## config.mk

```make
export PLATFORM = sky130hd
export DESIGN_NAME = mem_bus_arbiter
export DESIGN_NICKNAME = d
export VERILOG_FILES = /design/src/rtl/mem_arb_pkg.sv /design/src/rtl/mem_bus_watchdog.sv /design/src/rtl/mem_bus_arbiter.sv
export SDC_FILE = /design/constraint.sdc
export NUM_CORES = 1
export LEC_CHECK = 0
export ABC_AREA = 1
export CORE_MARGIN = 2
export CORE_UTILIZATION = 35
export CTS_CLUSTER_DIAMETER = 30
export DETAILED_ROUTE_END_ITERATION = 8
export GPL_TIMING_DRIVEN = 0
export PLACE_DENSITY = 0.68
export SLEW_MARGIN = 20
export SYNTH_ARGS = -nofsm -noshare
export SYNTH_HDL_FRONTEND = slang
export SYNTH_HIERARCHICAL = 1
export SYNTH_SLANG_ARGS = --single-unit
```

## constraint.sdc

```tcl
create_clock -name clk -period 2.7 [get_ports clk]
set_input_delay 0.54 -clock clk [delete_from_list [all_inputs] [get_ports clk]]
set_output_delay 0.54 -clock clk [all_outputs]
set_load 0.1 [all_outputs]
```

## src/rtl/mem_arb_pkg.sv

```systemverilog
// rtl/mem_arb_pkg.sv - shared types and defaults for the memory bus arbiter
package mem_arb_pkg;

   typedef enum logic [1:0] {
      IDLE,
      BUSY,
      DONE
   } state_t;

   typedef enum logic {
      OWN_CPU,
      OWN_ACC
   } owner_t;

   localparam int unsigned DEF_TIMEOUT_CYCLES = 1024;
   localparam logic [31:0] DEF_ERR_RDATA      = 32'hDEADBEEF;

endpackage

```

## src/rtl/mem_bus_watchdog.sv

```systemverilog
// rtl/mem_bus_watchdog.sv - counts BUSY cycles and flags a hung transaction
module mem_bus_watchdog
   import mem_arb_pkg::*;
#(
   parameter int unsigned TIMEOUT_CYCLES = DEF_TIMEOUT_CYCLES
) (
   input  logic clk,
   input  logic reset,
   input  logic start,
   input  logic busy,
   output logic expire
);

   if (TIMEOUT_CYCLES == 0) begin : g_off
      // Watchdog disabled: never expires, inputs intentionally ignored.
      logic unused_inputs;
      assign unused_inputs = &{1'b0, clk, reset, start, busy};
      assign expire        = 1'b0;
   end else begin : g_on
      localparam int unsigned    CW   = $clog2(TIMEOUT_CYCLES + 1);
      localparam logic [CW-1:0] LAST = CW'(TIMEOUT_CYCLES - 1);

      logic [CW-1:0] count_q;

      // Cleared on every grant, counts BUSY cycles and parks at the last value.
      always_ff @(posedge clk) begin
         if (reset || start) begin
            count_q <= '0;
         end else if (busy && (count_q != LAST)) begin
            count_q <= count_q + CW'(1);
         end
      end

      assign expire = busy && (count_q == LAST);
   end

endmodule

```

## src/rtl/mem_bus_arbiter.sv

```systemverilog
// rtl/mem_bus_arbiter.sv - two-way round-robin arbiter for the native memory port
module mem_bus_arbiter
   import mem_arb_pkg::*;
#(
   parameter int unsigned TIMEOUT_CYCLES = DEF_TIMEOUT_CYCLES,
   parameter logic [31:0] ERR_RDATA      = DEF_ERR_RDATA
) (
   input  logic        clk,
   input  logic        reset,
   input  logic        cpu_valid,
   input  logic        cpu_instr,
   input  logic [31:0] cpu_addr,
   input  logic [31:0] cpu_wdata,
   input  logic [3:0]  cpu_wstrb,
   output logic        cpu_ready,
   output logic [31:0] cpu_rdata,
   input  logic        acc_valid,
   input  logic [31:0] acc_addr,
   input  logic [31:0] acc_wdata,
   input  logic [3:0]  acc_wstrb,
   output logic        acc_ready,
   output logic [31:0] acc_rdata,
   output logic        mem_valid,
   output logic        mem_instr,
   output logic [31:0] mem_addr,
   output logic [31:0] mem_wdata,
   output logic [3:0]  mem_wstrb,
   input  logic        mem_ready,
   input  logic [31:0] mem_rdata,
   output logic        grant_acc,
   output logic        timeout_err,
   input  logic        err_clear
);

   state_t      state_q, state_d;
   owner_t      owner_q, last_owner_q, grant_owner;
   logic        grant, complete, expire, busy;
   logic [31:0] rsp_data;

   assign busy     = (state_q == BUSY);
   // A real response always beats a coincident watchdog expiry.
   assign rsp_data = mem_ready ? mem_rdata : ERR_RDATA;

   mem_bus_watchdog #(
      .TIMEOUT_CYCLES(TIMEOUT_CYCLES)
   ) u_watchdog (
      .clk   (clk),
      .reset (reset),
      .start (grant),
      .busy  (busy),
      .expire(expire)
   );

   // Next state, round-robin pick in IDLE and completion detect in BUSY.
   always_comb begin
      state_d     = state_q;
      grant       = 1'b0;
      grant_owner = owner_q;
      complete    = 1'b0;
      case (state_q)
         IDLE: begin
            if (cpu_valid && acc_valid) begin
               grant       = 1'b1;
               grant_owner = (last_owner_q == OWN_ACC) ? OWN_CPU : OWN_ACC;
            end else if (cpu_valid) begin
               grant       = 1'b1;
               grant_owner = OWN_CPU;
            end else if (acc_valid) begin
               grant       = 1'b1;
               grant_owner = OWN_ACC;
            end
            if (grant) begin
               state_d = BUSY;
            end
         end
         BUSY: begin
            if (mem_ready || expire) begin
               complete = 1'b1;
               state_d  = DONE;
            end
         end
         DONE: begin
            state_d = IDLE;
         end
         default: begin
            state_d = IDLE;
         end
      endcase
   end

   // State register plus ownership history used for fairness.
   always_ff @(posedge clk) begin
      if (reset) begin
         state_q      <= IDLE;
         owner_q      <= OWN_CPU;
         last_owner_q <= OWN_ACC;
         grant_acc    <= 1'b0;
      end else begin
         state_q <= state_d;
         if (grant) begin
            owner_q      <= grant_owner;
            last_owner_q <= grant_owner;
            grant_acc    <= (grant_owner == OWN_ACC);
         end else if (state_q == DONE) begin
            grant_acc <= 1'b0;
         end
      end
   end

   // Downstream request registers: loaded on grant, held through BUSY.
   always_ff @(posedge clk) begin
      if (reset) begin
         mem_valid <= 1'b0;
         mem_instr <= 1'b0;
         mem_addr  <= '0;
         mem_wdata <= '0;
         mem_wstrb <= '0;
      end else if (grant) begin
         mem_valid <= 1'b1;
         if (grant_owner == OWN_ACC) begin
            mem_instr <= 1'b0;
            mem_addr  <= acc_addr;
            mem_wdata <= acc_wdata;
            mem_wstrb <= acc_wstrb;
         end else begin
            mem_instr <= cpu_instr;
            mem_addr  <= cpu_addr;
            mem_wdata <= cpu_wdata;
            mem_wstrb <= cpu_wstrb;
         end
      end else if (complete) begin
         mem_valid <= 1'b0;
      end
   end

   // Upstream responses: one-cycle ready pulse, rdata held afterwards.
   always_ff @(posedge clk) begin
      if (reset) begin
         cpu_ready <= 1'b0;
         cpu_rdata <= '0;
         acc_ready <= 1'b0;
         acc_rdata <= '0;
      end else begin
         cpu_ready <= complete && (owner_q == OWN_CPU);
         acc_ready <= complete && (owner_q == OWN_ACC);
         if (complete && (owner_q == OWN_CPU)) begin
            cpu_rdata <= rsp_data;
         end
         if (complete && (owner_q == OWN_ACC)) begin
            acc_rdata <= rsp_data;
         end
      end
   end

   // Sticky watchdog flag; a new expiry wins over a same-edge clear.
   always_ff @(posedge clk) begin
      if (reset) begin
         timeout_err <= 1'b0;
      end else if (complete && !mem_ready) begin
         timeout_err <= 1'b1;
      end else if (err_clear) begin
         timeout_err <= 1'b0;
      end
   end

endmodule

```

==> out/metrics.csv <==
stage,metric,value,unit
run_status,status,finished clean,
drt,routed len/inst,14.83,µm
clocking,post-CTS setup buffer count,0,
critical_path,worst r2r src,state_q[0]$_SDFFE_PP0P_,
power_and_ir_drop,Overall Power,0.007895,W
cells_and_area,share of layout cells above drive strength 1,0.08986,
sta,Hold Worst Slack,461.0,ps
floorplanning,die width,145.8,µm
drt,post-route DRC violation count,0,
yosys,Synth Register Bits,153,
power_and_ir_drop,internal power,0.004745,W
global_route,vias in the first global route,7248,
cells_and_area,area added between synthesis and finish,58.07,%
drt,met3 routed WL,2.131,mm
sta,setup ws final,177.7,ps
yosys,post-synthesis mux area share,0,
cells_and_area,nets,1554,
cells_and_area,ANT cells,0,
critical_path,WP buf/inv,1,
clocking,"Reg clk slew, reported paths",60,ps
placement,placed cells,1624,
sta,worst-margin pin slew,1094,ps
drt,met2 wire len,11.98,mm
sta,setup TNS,0,ps
placement,Place WS,23.07,ps
cells_and_area,fill count,1920,
yosys,Simple-Gate Fraction of Synth Area,0.3969,
clocking,CTS tree,done,
power_and_ir_drop,PD cells,710.2,nW/µm²
clocking,Worst-Skew Late Latency,430,ps
yosys,"Cell Area, Synth",7033,µm²
yosys,Compound-Gate Fraction of Synth Area,0.06067,
sta,Final setup viols,0,
sta,Peak Freq,396.5,MHz
power_and_ir_drop,combinational cell fraction of total power,0.356,
yosys,largest family of logic cells by synthesized area,simple AND/OR/NAND/NOR gates,
drt,met1 WL,10.21,mm
placement,RePlAce Congestion,0.8663,
drt,Vias per Instance,4.674,
clocking,Max clock buf depth,2,
critical_path,WS Path Type,flip-flop to primary output,
power_and_ir_drop,Clock power frac,0.322,
power_and_ir_drop,Sequential Power Share,0.322,
yosys,Synth Instances,1047,
critical_path,CP Launch Type,flip-flop,
drt,vias after detailed routing,7740,
critical_path,Worst path slowest cell,clkdlybuf4s50_1,
clocking,# resized after CTS,0,
critical_path,Critical Path AT,1980,ps
critical_path,"slowest stage delay, CP",1160,ps
drt,Antenna Nets Post-Route,0,
drt,max layer used,met4,
global_route,initial antenna violation count,0,
floorplanning,Starting Density,0.3590,
yosys,post-synthesis adder-cell area fraction,0.001779,
global_route,Overflow after GRT,0,
clocking,hold buffer count at cts,0,
floorplanning,die area,21240,µm²
power_and_ir_drop,Pleak,4.998,nW
run,max cap viols,0,
placement,Detailed Place HPWL,18.91,mm
drt,first-pass iteration count of the detailed router,5,
floorplanning,Ports,313,
cells_and_area,"most common cell after layout, fill and taps aside",clkdlybuf4s50_1,
cells_and_area,Final Non-Filler Cells,1656,
yosys,register area share after synthesis,0.4355,
clocking,TritonCTS buffer count,17,
drt,initial DRC count,314,
sta,slew margin rel.,0.2681,
yosys,Synth Net Count,1223,
floorplanning,CORE AREA,19590,µm²
power_and_ir_drop,switch share,0.3990,
critical_path,Worst Setup SP,mem_wdata[1]$_SDFFE_PP0P_,
critical_path,crit-path cells,clkdlybuf4s50_1,
placement,Port Buffer Count,312,
hold_path,hold_sp,cpu_rdata[4]$_SDFFE_PP0P_,
sta,Slew Limit Fails,0,
floorplanning,die height,145.8,µm
sta,Hold Fails Final Rpt,0,
critical_path,crit path max fanout,2,
critical_path,WP data required,2160,ps
hold_path,Hold WC Path Type,flip-flop to flip-flop,
cells_and_area,"commonest cells after routing, fill and taps aside","312 x clkdlybuf4s50_1, 220 x nor2_1, 202 x nand2_1",
global_route,global-route wire length before repair,38.33,mm
yosys,syn_area_per_cell,6.717,µm²
drt,final wirelength,24.56,mm
sta,unrepaired setup endpoints after global routing,false,
power_and_ir_drop,peak supply drop,0.4363,mV
sta,Post-Route Skew,14.46,ps
clocking,htree depth,4,
floorplanning,# rows,51,
global_route,GR Util All Layers,0.2268,
clocking,CTS root buf,clkbuf_16,
yosys,Ys Warns,6,
sta,min Tclk post-route,2522,ps
yosys,area share of xor/xnor cells in the synthesized design,0,
power_and_ir_drop,Sw Pwr,0.003150,W
critical_path,CP endpoint kind,primary output,
global_route,largest net degree at the start of global routing,17,
critical_path,"CP delay by family, top",buffers and inverters,
clocking,CTS sink count,153,
yosys,Synth cell types,27,
sta,fin crit share,0.9342,
## routing by layer
metal  vias to the layer above  track usage
met5                         -            0
met4                         0      0.06029
met3                        12      0.07461
met2                       296       0.3974
met1                      3483       0.2660
li1                       3949            -
## area by class of cell
type,instances,area [µm²],area share
flip-flops and latches,153,3063,0.2755
clock inverters,15,203.9,0.01835
multi-input cells,727,3231,0.2906
inverters,96,360.3,0.03241
clock buffers,17,425.4,0.03827
repair buffers,312,3123,0.2809
plain buffers,71,379.1,0.03410
well taps,265,331.6,0.02983
## cell usage after synthesis (all sizes together)
library cell / n / area share
nand3: 183 / 0.13
clkbuf: 25 / 0.013
o32ai: 1 / 0.0012
a21oi: 43 / 0.031
nand3b: 1 / 0.0011
or2: 24 / 0.021
nand4: 1 / 0.00089
ha: 1 / 0.0018
o211ai: 1 / 0.0011
o21bai: 1 / 0.0011
inv: 96 / 0.051
nor3: 1 / 0.00071
nor2: 228 / 0.13
dfxtp: 153 / 0.44
buf: 46 / 0.041
nand2: 206 / 0.11
o21ai: 36 / 0.027
## stage by stage
stage,utilization,cell area (µm²)
after floorplan,-,7033
after global placement,0.5354,10490
after detailed placement,0.5354,10490
after CTS,0.5675,11120
after global routing,0.5675,11120
final,0.5675,11120
## power groups by stage
| stage | Clock (W) | Sequential [W] | Combinational, W |
|---|---|---|---|
| floorplan | 0 | 0.00382 | 0.000728 |
| global placement | 0 | 0.00259 | 0.00281 |
| detailed placement | 0 | 0.00259 | 0.00282 |
| CTS | 0.00258 | 0.00254 | 0.00283 |
| global route | 0.00268 | 0.00256 | 0.00298 |
| finish | 0.00254 | 0.00254 | 0.00281 |
## state kept, by name, indices dropped and copies added (netlist names), 2 cells and up
signal,cells
u_watchdog/g_on.count_q,11
state_q,2
mem_wstrb,4
cpu_rdata,32
mem_addr,32
acc_rdata,32
mem_wdata,32
## path summary, 6_finish.rpt
check | depth (start not counted) | slack [ps] | end
hold / removal | 2 | 460 | cpu_rdata[4]$_SDFFE_PP0P_
setup reg to reg | 12 | 340 | cpu_rdata[22]$_SDFFE_PP0P_
setup / recovery | 1 | 180 | mem_wdata[1]
hold reg to reg | 2 | 460 | cpu_rdata[4]$_SDFFE_PP0P_
## cell families (layout without fill, tap and decap cells)
group                      count (synthesis)  after routing
and+or+nand+nor                          644            644
AOI/OAI and AO/OA                         82             82
buffers and inverters                    167            511
DFF                                      153            153
adders and majority gates                  1              1
## worst reg2reg max path, cell delays in order, from the launching register on
cell     delay, ps
dfxtp_1        390
inv_2           70
nor2_4         130
buf_4          180
nand3_1        130
nor2_1         210
inv_1          100
nor3_1         250
o21ai_2        140
inv_2          130
buf_2          250
nand3_1        140
a21oi_1        180
Power figures use the tool's default switching activity.
